### src/rtl/rv32i_pkg.sv
// Shared RV32I decode constants and enums for the execute-control slice.
package rv32i_pkg;

    localparam logic [6:0] OPC_R      = 7'b0110011;
    localparam logic [6:0] OPC_I      = 7'b0010011;
    localparam logic [6:0] OPC_LOAD   = 7'b0000011;
    localparam logic [6:0] OPC_STORE  = 7'b0100011;
    localparam logic [6:0] OPC_BRANCH = 7'b1100011;
    localparam logic [6:0] OPC_JAL    = 7'b1101111;
    localparam logic [6:0] OPC_JALR   = 7'b1100111;
    localparam logic [6:0] OPC_LUI    = 7'b0110111;
    localparam logic [6:0] OPC_AUIPC  = 7'b0010111;

    localparam logic [2:0] F3_ADD  = 3'b000;
    localparam logic [2:0] F3_SLL  = 3'b001;
    localparam logic [2:0] F3_SLT  = 3'b010;
    localparam logic [2:0] F3_SLTU = 3'b011;
    localparam logic [2:0] F3_XOR  = 3'b100;
    localparam logic [2:0] F3_SR   = 3'b101;
    localparam logic [2:0] F3_OR   = 3'b110;
    localparam logic [2:0] F3_AND  = 3'b111;

    localparam logic [2:0] F3_BEQ  = 3'b000;
    localparam logic [2:0] F3_BNE  = 3'b001;
    localparam logic [2:0] F3_BLT  = 3'b100;
    localparam logic [2:0] F3_BGE  = 3'b101;
    localparam logic [2:0] F3_BLTU = 3'b110;
    localparam logic [2:0] F3_BGEU = 3'b111;

    localparam logic [6:0] F7_BASE = 7'b0000000;
    localparam logic [6:0] F7_ALT  = 7'b0100000;

    typedef enum logic [3:0] {
        ALU_ADD  = 4'd0,
        ALU_SUB  = 4'd1,
        ALU_SLL  = 4'd2,
        ALU_SLT  = 4'd3,
        ALU_SLTU = 4'd4,
        ALU_XOR  = 4'd5,
        ALU_SRL  = 4'd6,
        ALU_SRA  = 4'd7,
        ALU_OR   = 4'd8,
        ALU_AND  = 4'd9
    } alu_op_e;

    typedef enum logic [1:0] {
        WB_ALU  = 2'b00,
        WB_PC4  = 2'b01,
        WB_LOAD = 2'b10
    } wb_sel_e;

    // inst[30] only turns ADD into SUB for register-register ops; ADDI ignores it.
    function automatic alu_op_e decode_alu_op(input logic [2:0] f3, input logic alt, input logic is_r);
        case (f3)
            F3_ADD:  return (alt && is_r) ? ALU_SUB : ALU_ADD;
            F3_SLL:  return ALU_SLL;
            F3_SLT:  return ALU_SLT;
            F3_SLTU: return ALU_SLTU;
            F3_XOR:  return ALU_XOR;
            F3_SR:   return alt ? ALU_SRA : ALU_SRL;
            F3_OR:   return ALU_OR;
            default: return ALU_AND;
        endcase
    endfunction

endpackage

### src/rtl/rv32i_exec_ctrl_branch_cmp.sv
// Combinational branch comparator: equality plus signed/unsigned less-than.
module branch_cmp #(
    parameter int WIDTH = 32
) (
    input  logic [WIDTH-1:0] i_a,
    input  logic [WIDTH-1:0] i_b,
    input  logic             i_unsigned,
    output logic             o_eq,
    output logic             o_lt
);

    always_comb begin
        o_eq = (i_a == i_b);
        o_lt = i_unsigned ? (i_a < i_b) : ($signed(i_a) < $signed(i_b));
    end

endmodule

### src/rtl/rv32i_exec_ctrl.sv
// RV32I decode + branch compare + ALU with fully registered outputs.
// Optional illegal-encoding output enabled by defining RV32I_ILLEGAL_DET_EN.
module rv32i_exec_ctrl
    import rv32i_pkg::*;
#(
    parameter int XLEN = 32
) (
    input  logic            clk_i,
    input  logic            rst_i,
    input  logic [31:0]     inst_i,
    input  logic [XLEN-1:0] pc_i,
    input  logic [XLEN-1:0] rs1_data_i,
    input  logic [XLEN-1:0] rs2_data_i,
    input  logic [XLEN-1:0] imm_i,
    output logic [XLEN-1:0] alu_result_o,
    output logic            pc_sel_o,
    output logic            rd_wren_o,
    output logic            mem_wren_o,
    output logic [1:0]      wb_sel_o,
`ifdef RV32I_ILLEGAL_DET_EN
    output logic            illegal_o,
`endif
    output logic [XLEN-1:0] pc_plus4_o
);

    logic [6:0]      w_opcode;
    logic [2:0]      w_f3;
    logic [6:0]      w_f7;
    logic            w_alt;
    logic            w_rd_nz;
    logic [XLEN-1:0] w_op1;
    logic [XLEN-1:0] w_op2;
    alu_op_e         w_alu_op;
    wb_sel_e         w_wb_sel;
    logic            w_rd_wren;
    logic            w_mem_wren;
    logic            w_is_branch;
    logic            w_is_jump;
    logic            w_is_jalr;
    logic            w_eq;
    logic            w_lt;
    logic            w_taken;
    logic [XLEN-1:0] w_alu_raw;
    logic [XLEN-1:0] w_alu_res;
    logic            w_unused;

    assign w_opcode = inst_i[6:0];
    assign w_f3     = inst_i[14:12];
    assign w_f7     = inst_i[31:25];
    assign w_alt    = inst_i[30];
    assign w_rd_nz  = |inst_i[11:7];
    assign w_unused = &{1'b0, inst_i[24:15], w_f7};

    always_comb begin
        w_op1       = rs1_data_i;
        w_op2       = imm_i;
        w_alu_op    = ALU_ADD;
        w_wb_sel    = WB_ALU;
        w_rd_wren   = 1'b0;
        w_mem_wren  = 1'b0;
        w_is_branch = 1'b0;
        w_is_jump   = 1'b0;
        w_is_jalr   = 1'b0;
        case (w_opcode)
            OPC_R: begin
                w_op2     = rs2_data_i;
                w_alu_op  = decode_alu_op(w_f3, w_alt, 1'b1);
                w_rd_wren = 1'b1;
            end
            OPC_I: begin
                w_alu_op  = decode_alu_op(w_f3, w_alt, 1'b0);
                w_rd_wren = 1'b1;
            end
            OPC_LOAD: begin
                w_rd_wren = 1'b1;
                w_wb_sel  = WB_LOAD;
            end
            OPC_STORE: w_mem_wren = 1'b1;
            OPC_BRANCH: begin
                w_op1       = pc_i;
                w_is_branch = 1'b1;
            end
            OPC_JAL: begin
                w_op1     = pc_i;
                w_is_jump = 1'b1;
                w_rd_wren = 1'b1;
                w_wb_sel  = WB_PC4;
            end
            OPC_JALR: begin
                w_is_jump = 1'b1;
                w_is_jalr = 1'b1;
                w_rd_wren = 1'b1;
                w_wb_sel  = WB_PC4;
            end
            OPC_LUI: begin
                w_op1     = '0;
                w_rd_wren = 1'b1;
            end
            OPC_AUIPC: begin
                w_op1     = pc_i;
                w_rd_wren = 1'b1;
            end
            default: ;
        endcase
        w_rd_wren = w_rd_wren & w_rd_nz;
    end

    branch_cmp #(.WIDTH(XLEN)) u_branch_cmp (
        .i_a        (rs1_data_i),
        .i_b        (rs2_data_i),
        .i_unsigned (w_f3[1]),
        .o_eq       (w_eq),
        .o_lt       (w_lt)
    );

    always_comb begin
        case (w_f3)
            F3_BEQ:            w_taken = w_eq;
            F3_BNE:            w_taken = !w_eq;
            F3_BLT, F3_BLTU:   w_taken = w_lt;
            F3_BGE, F3_BGEU:   w_taken = !w_lt;
            default:           w_taken = 1'b0;
        endcase
    end

    always_comb begin
        case (w_alu_op)
            ALU_SUB:  w_alu_raw = w_op1 - w_op2;
            ALU_SLL:  w_alu_raw = w_op1 << w_op2[4:0];
            ALU_SLT:  w_alu_raw = {{(XLEN-1){1'b0}}, $signed(w_op1) < $signed(w_op2)};
            ALU_SLTU: w_alu_raw = {{(XLEN-1){1'b0}}, w_op1 < w_op2};
            ALU_XOR:  w_alu_raw = w_op1 ^ w_op2;
            ALU_SRL:  w_alu_raw = w_op1 >> w_op2[4:0];
            ALU_SRA:  w_alu_raw = $unsigned($signed(w_op1) >>> w_op2[4:0]);
            ALU_OR:   w_alu_raw = w_op1 | w_op2;
            ALU_AND:  w_alu_raw = w_op1 & w_op2;
            default:  w_alu_raw = w_op1 + w_op2;
        endcase
        w_alu_res = w_is_jalr ? {w_alu_raw[XLEN-1:1], 1'b0} : w_alu_raw;
    end

`ifdef RV32I_ILLEGAL_DET_EN
    logic w_illegal;

    always_comb begin
        case (w_opcode)
            OPC_R:      w_illegal = !((w_f7 == F7_BASE) ||
                                      ((w_f7 == F7_ALT) && ((w_f3 == F3_ADD) || (w_f3 == F3_SR))));
            OPC_BRANCH: w_illegal = (w_f3 == 3'b010) || (w_f3 == 3'b011);
            OPC_I, OPC_LOAD, OPC_STORE, OPC_JAL, OPC_JALR, OPC_LUI, OPC_AUIPC:
                        w_illegal = 1'b0;
            default:    w_illegal = 1'b1;
        endcase
    end

    always_ff @(posedge clk_i) begin
        if (rst_i) illegal_o <= 1'b0;
        else       illegal_o <= w_illegal;
    end
`endif

    always_ff @(posedge clk_i) begin
        if (rst_i) begin
            alu_result_o <= '0;
            pc_sel_o     <= 1'b0;
            rd_wren_o    <= 1'b0;
            mem_wren_o   <= 1'b0;
            wb_sel_o     <= '0;
            pc_plus4_o   <= '0;
        end else begin
            alu_result_o <= w_alu_res;
            pc_sel_o     <= w_is_jump | (w_is_branch & w_taken);
            rd_wren_o    <= w_rd_wren;
            mem_wren_o   <= w_mem_wren;
            wb_sel_o     <= w_wb_sel;
            pc_plus4_o   <= pc_i + XLEN'(4);
        end
    end

endmodule

### config.mk
export PLATFORM = sky130hd
export DESIGN_NAME = rv32i_exec_ctrl
export DESIGN_NICKNAME = d
export VERILOG_FILES = /design/src/rtl/rv32i_pkg.sv /design/src/rtl/rv32i_exec_ctrl_branch_cmp.sv /design/src/rtl/rv32i_exec_ctrl.sv
export SDC_FILE = /design/constraint.sdc
export NUM_CORES = 1
export LEC_CHECK = 0
export BUFFER_PORTS_ARGS = -buffer_cell sky130_fd_sc_hd__buf_4
export CAP_MARGIN = 20
export CORE_MARGIN = 4
export CORE_UTILIZATION = 55
export DETAILED_ROUTE_END_ITERATION = 7
export GPL_TIMING_DRIVEN = 1
export MAX_ROUTING_LAYER = met4
export PLACE_DENSITY = 0.89
export SYNTH_ARGS = -nofsm -noshare
export SYNTH_HDL_FRONTEND = slang
export SYNTH_SLANG_ARGS = --single-unit
### constraint.sdc
create_clock -name clk_i -period 17.8 [get_ports clk_i]
set_clock_uncertainty 0.1 [all_clocks]
set_input_delay 4.45 -clock clk_i [delete_from_list [all_inputs] [get_ports clk_i]]
set_output_delay 4.45 -clock clk_i [all_outputs]
set_load 0.05 [all_outputs]
=== Yosys cells after proc, flatten, opt, wreduce, memory -nomap -nowiden ===
Index checks and enable logic that the tools add are counted.

* Multiplexer cells: 16
* Shift operators: 3
* Add/sub/neg operators: 3
* Bitwise gates (word level): 6
* Reduce and logical (&&, ||, !) cells: 10
* $lt $le $gt $ge: 4
* Equality and inequality tests: 26

{| class="wikitable"
|+ Operator list
! operator !! number
|-
| 32-bit case mux with 9 select lines || 1
|-
| 32-bit less-than comparator || 4
|-
| 32-bit case mux with 2 select lines || 1
|-
| 4-bit case mux with 7 select lines || 2
|-
| 32-bit by 3-bit adder with 32-bit output, second input constant || 1
|-
| 32-bit adder || 1
|-
| 32-bit AND || 1
|-
| 32-bit equality test || 1
|-
| 32-bit two-way mux || 1
|-
| 32-bit OR || 1
|-
| 32-bit by 5-bit left shift with 32-bit output || 1
|-
| 32-bit by 5-bit >> shifter with 32-bit output || 1
|-
| 32-bit by 5-bit >>> shifter with 32-bit output || 1
|-
| 32-bit subtractor || 1
|-
| 32-bit XOR || 1
|-
| 7-bit by 6-bit equality test with 1-bit output, second input constant || 3
|-
| 7-bit equality test, second input constant || 3
|-
| 4-bit by 3-bit equality test with 1-bit output, second input constant || 4
|-
| 7-bit by 5-bit equality test with 1-bit output, second input constant || 2
|-
| 3-bit equality test, second input constant || 4
|-
| 4-bit by 2-bit equality test with 1-bit output, second input constant || 2
|-
| 4-bit equality test, second input constant || 2
|-
| 1-bit two-way mux || 8
|-
| 4-bit case mux with 2 select lines || 1
|-
| 14 further kinds || 20
|}

* Output and inout bits: 69
* Logic and storage cells: 75
* Input bits: 162
* Bits in registers: 69

=== Depth between registers and ports, before layout ===
* Word-level depth: 6
* Mapped depth: 21
* Mapped depth without buffers: 19

=== By module ===
A second synthesis with hierarchy kept.

* Cells, all modules: 2259
* Area total of the unflattened synthesis: 14836.7 µm²

{| class="wikitable"
|+ By module, submodules not included
! module !! instances !! cells each !! sequential area each (µm²) !! area an instance (µm²)
|-
| rv32i_exec_ctrl || 1 || 2147 || 1381.3 || 14022.2
|-
| branch_cmp || 1 || 112 || 0.0 || 814.5
|}

=== Worst setup path after synthesis ===
OpenSTA, ideal clock, no wires.

* Path type: input-to-reg
* Start: input inst_i[3]
* End: register alu_result_o[28]
* Cell stages on the path: 21
* Arrival: 8603 ps
* Data required time: 17613 ps
* Path buffers: 5
* Slack: 9011 ps
* Library setup time: 87 ps
* Cell sequence: buf_6 -> nor3b_4 -> nand3_1 -> nand2_4 -> buf_6 -> buf_4 -> buf_2 -> buf_1 -> ha_1 -> inv_1 -> fa_1 -> nor2b_1 -> o21ai_0 -> a21bo_1 -> a211o_1 -> nand2_1 -> o21a_1 -> a311oi_2 -> o31ai_1 -> mux2i_1 -> a221oi_2

* Word-level cells in the longest chain between the ends: 5
* Elaborated cells on any way between the ends: 28
* Classes of those cells: 2 x add/sub; 15 x eq/ne; 3 x shift; 4 x mux; 3 x bitwise; 1 x reduce/logical

{| class="wikitable"
|+ Ends and longest elaborated chain
! item !! RTL line !! source
|-
| from (decl) || rv32i_exec_ctrl.sv:10 || <nowiki>input logic [31:0] inst_i,</nowiki>
|-
| 7-bit equality test or 7-bit by 5-bit equality test with 1-bit output (tied branches) || rv32i_exec_ctrl.sv:64 || <nowiki>case (w_opcode)</nowiki>
|-
| 3-bit OR reduction (no line) || n/a ||
|-
| 32-bit case mux with 2 select lines || rv32i_exec_ctrl.sv:64 ||
|-
| 32-bit adder, or another cell as far along || rv32i_exec_ctrl.sv:137 || <nowiki>default: w_alu_raw = w_op1 + w_op2;</nowiki>
|-
| 32-bit case mux with 9 select lines * || rv32i_exec_ctrl.sv:127 || <nowiki>case (w_alu_op)</nowiki>
|-
| to (signal assigned) || rv32i_exec_ctrl.sv:171 || <nowiki>alu_result_o <= w_alu_res;</nowiki>
|-
| to (decl) || rv32i_exec_ctrl.sv:15 || <nowiki>output logic [XLEN-1:0] alu_result_o,</nowiki>
|}

Every way passes the cells marked *; elsewhere a longest branch is shown, timed or not.
A chain may end at the register's enable or synchronous reset.

=== Final worst setup path ===
* Start: input inst_i[6]
* End: register alu_result_o[27]

The elaborated chain is that of the path after synthesis.

==> reports/results.ini <==
[cts]
cts_root_buffer=clkbuf_16
cts_tree=done
clk_pin_slew_worst_paths_ps=70
hold_buffers=0
cts_resized=0
htree_levels=3
cts_buffers=9
clock-sinks=69
postCtsSetupBuffers=0
clock_path_buffers=2

[logic_synthesis]
synth_cells=2038
ys_seq_elements=69
yosysSeqAreaShare_pct=9.94
synthFlopType=dfxtp_1
synthArstFlopShare_pct=0
avgSynthCellArea_um2=6.82
synth_warnings=0
synth.distinct_cells=108
synth_edf_count=0
postSynthNetCount=2333
netlist_area_mm2=0.0139

[critical_path]
start_kind=primary input
cp.arrival_ps=10280
path_class=primary input to flip-flop
end_kind=flip-flop
worstPathRequired_ps=17900
critPathMaxFanout=59

[sta]
tns_ps=0
relSlewSlack_pct=17.7
hold-worst-slack_ps=4220
period_share_pct=57.2
finalSetupViolCount=0
worstMarginPinSlew_ps=1220
rsz0062_at_grt=false
hold_viol_final=0
maxSlewViolCount=0
period_minus_slack_ps=10190
max_clock_freq_ghz=0.0982

[die]
die_h_um=167
start_util_pct=56.5
die_w_um=167
die_area_mm2=0.0279
ios=231
core_area_mm2=0.0246
rows=57

[power_and_ir_drop]
p_leak_nw=7.05
finalPower_mw=0.928
powerDensity_mw_per_mm2=58.7
ir_worst_vdd_uv=49.0

[drt]
post-route-drc-count=0
dr.pass1.iters=8
drt_iter0_markers=3418
antenna_left=0
wl_per_cell_um=28.4
dr_total_vias=18000
wl_um=70500
vias_per_cell=7.25

[final_layout]
final_design_area_no_fill_mm2=0.0158
mostFrequentLayoutCells=buf_4, nand2_1, nor2_1
layout-drive-gt1-share_pct=16.2
finalNetCount=2442
instances_no_fill=2477
syn_to_final_growth_pct=13.8
final_common_cell=buf_4

[grt]
grt_max_degree=74
grt_pass1_vias=16700
grt_pass1_wl_um=103000
grt_antenna_before_repair=1
globalRouteTotalUtil_pct=49.0
overflow=0

[flow_run]
cap_violations=0

[status]
outcome=complete, no violations

[placed_design]
placed_area_mm2=0.0154
hpwl_um=52900
dp_cells=2459
numPortBuffers=214
globalplace.congestion=1.16

[worst_hold_path]
worst_hold_path_type=primary input to flip-flop

worst max-delay path: stages:
cell,delay (ps)
buf_4,140
and4b_1,610
nand2_4,520
mux2i_4,280
buf_4,540
clkinv_1,140
buf_4,310
ha_1,320
nor2b_1,160
or4_1,410
o22a_1,260
a41oi_1,550
o41ai_2,290
o2111ai_1,410
nand2_1,110
xor2_1,180
a2111oi_2,410
a21oi_1,130
path summary, 6_finish.rpt:
check / startpoint / end / slack, ps / depth (start not counted)
worst max-delay path: inst_i[6] / alu_result_o[27] / 7610 / 18
worst min-delay path: inst_i[6] / mem_wren_o / 4220 / 2
metrics by stage:
| step | util [%] | worst slack [ps] |
|---|---|---|
| detailed placement | 62.7 | 7510 |
| global route | 64.3 | 7400 |
| finish | 64.3 | 7610 |
| CTS | 64.2 | 7860 |
| global placement | 62.7 | 7580 |
| floorplan | - | 9010 |
cells by family (layout without fill, tap and decap cells):
kind of cell	count (synthesis)	in the layout	synth area share, %
AO/OA/AOI/OAI	709	709	34.6
AND/OR/NAND/NOR	687	687	23.1
buffers and inverters	280	394	8.73
adder cells (fa/ha/maj)	133	133	12.1
multiplexers	103	103	7.93
flip-flops	69	69	9.94
XOR/XNOR	57	57	3.70
other	0	1	0
where the power goes:
part / switching [mW] / internal [mW]
Combinational: 0.344 / 0.171
Clock: 0.0845 / 0.155
Sequential: 0.00415 / 0.169
layer usage:
layer	track usage (%)	vias up	share of wire [%]
li1	-	7667	-
met1	59.2	8244	36
met2	72.5	1645	42
met3	11.8	401	13
met4	32.1	0	8.8
met5	-	-	0
sequential cells by signal, summed over array words and instances, names as in the netlist:
name	cells
rd_wren_o	1
pc_sel_o	1
wb_sel_o	2
alu_result_o	32
pc_plus4_o	32
mem_wren_o	1
final cells by class:
type / count / area [µm²]
multi-input combinational: 1689 / 11300
fill: 2224 / 8790
timing repair buffer: 241 / 1810
sequential: 69 / 1380
inverter: 137 / 515
tap: 324 / 405
clock buffer: 10 / 239
clock inverter: 6 / 134
antenna: 1 / 2.50
cells in the mapped netlist, types with 15 or more instances:
cell	n	share of area, %
nand2_1	219	5.9
nor2_1	210	5.7
a21oi_1	174	6.3
o21ai_0	160	5.8
ha_1	131	12
inv_1	120	3.2
mux2i_1	84	6.1
clkbuf_1	74	2.0
dfxtp_1	69	9.9
nand3_1	69	2.5
nor3_1	45	1.6
buf_2	38	1.4
o211ai_1	33	1.8
xnor2_1	33	2.1
a211oi_1	31	1.7
a31oi_1	29	1.3
a21o_1	27	1.5
xor2_1	22	1.4
nand4_1	21	0.95
nor2b_1	21	0.95
o22ai_1	21	0.95
nand2b_1	18	0.81
a221oi_1	17	1.1
and3_1	17	0.77
a22o_1	16	1.0
inv_2	15	0.41
o31ai_1	15	0.81
(Power assumes the default switching activity.)
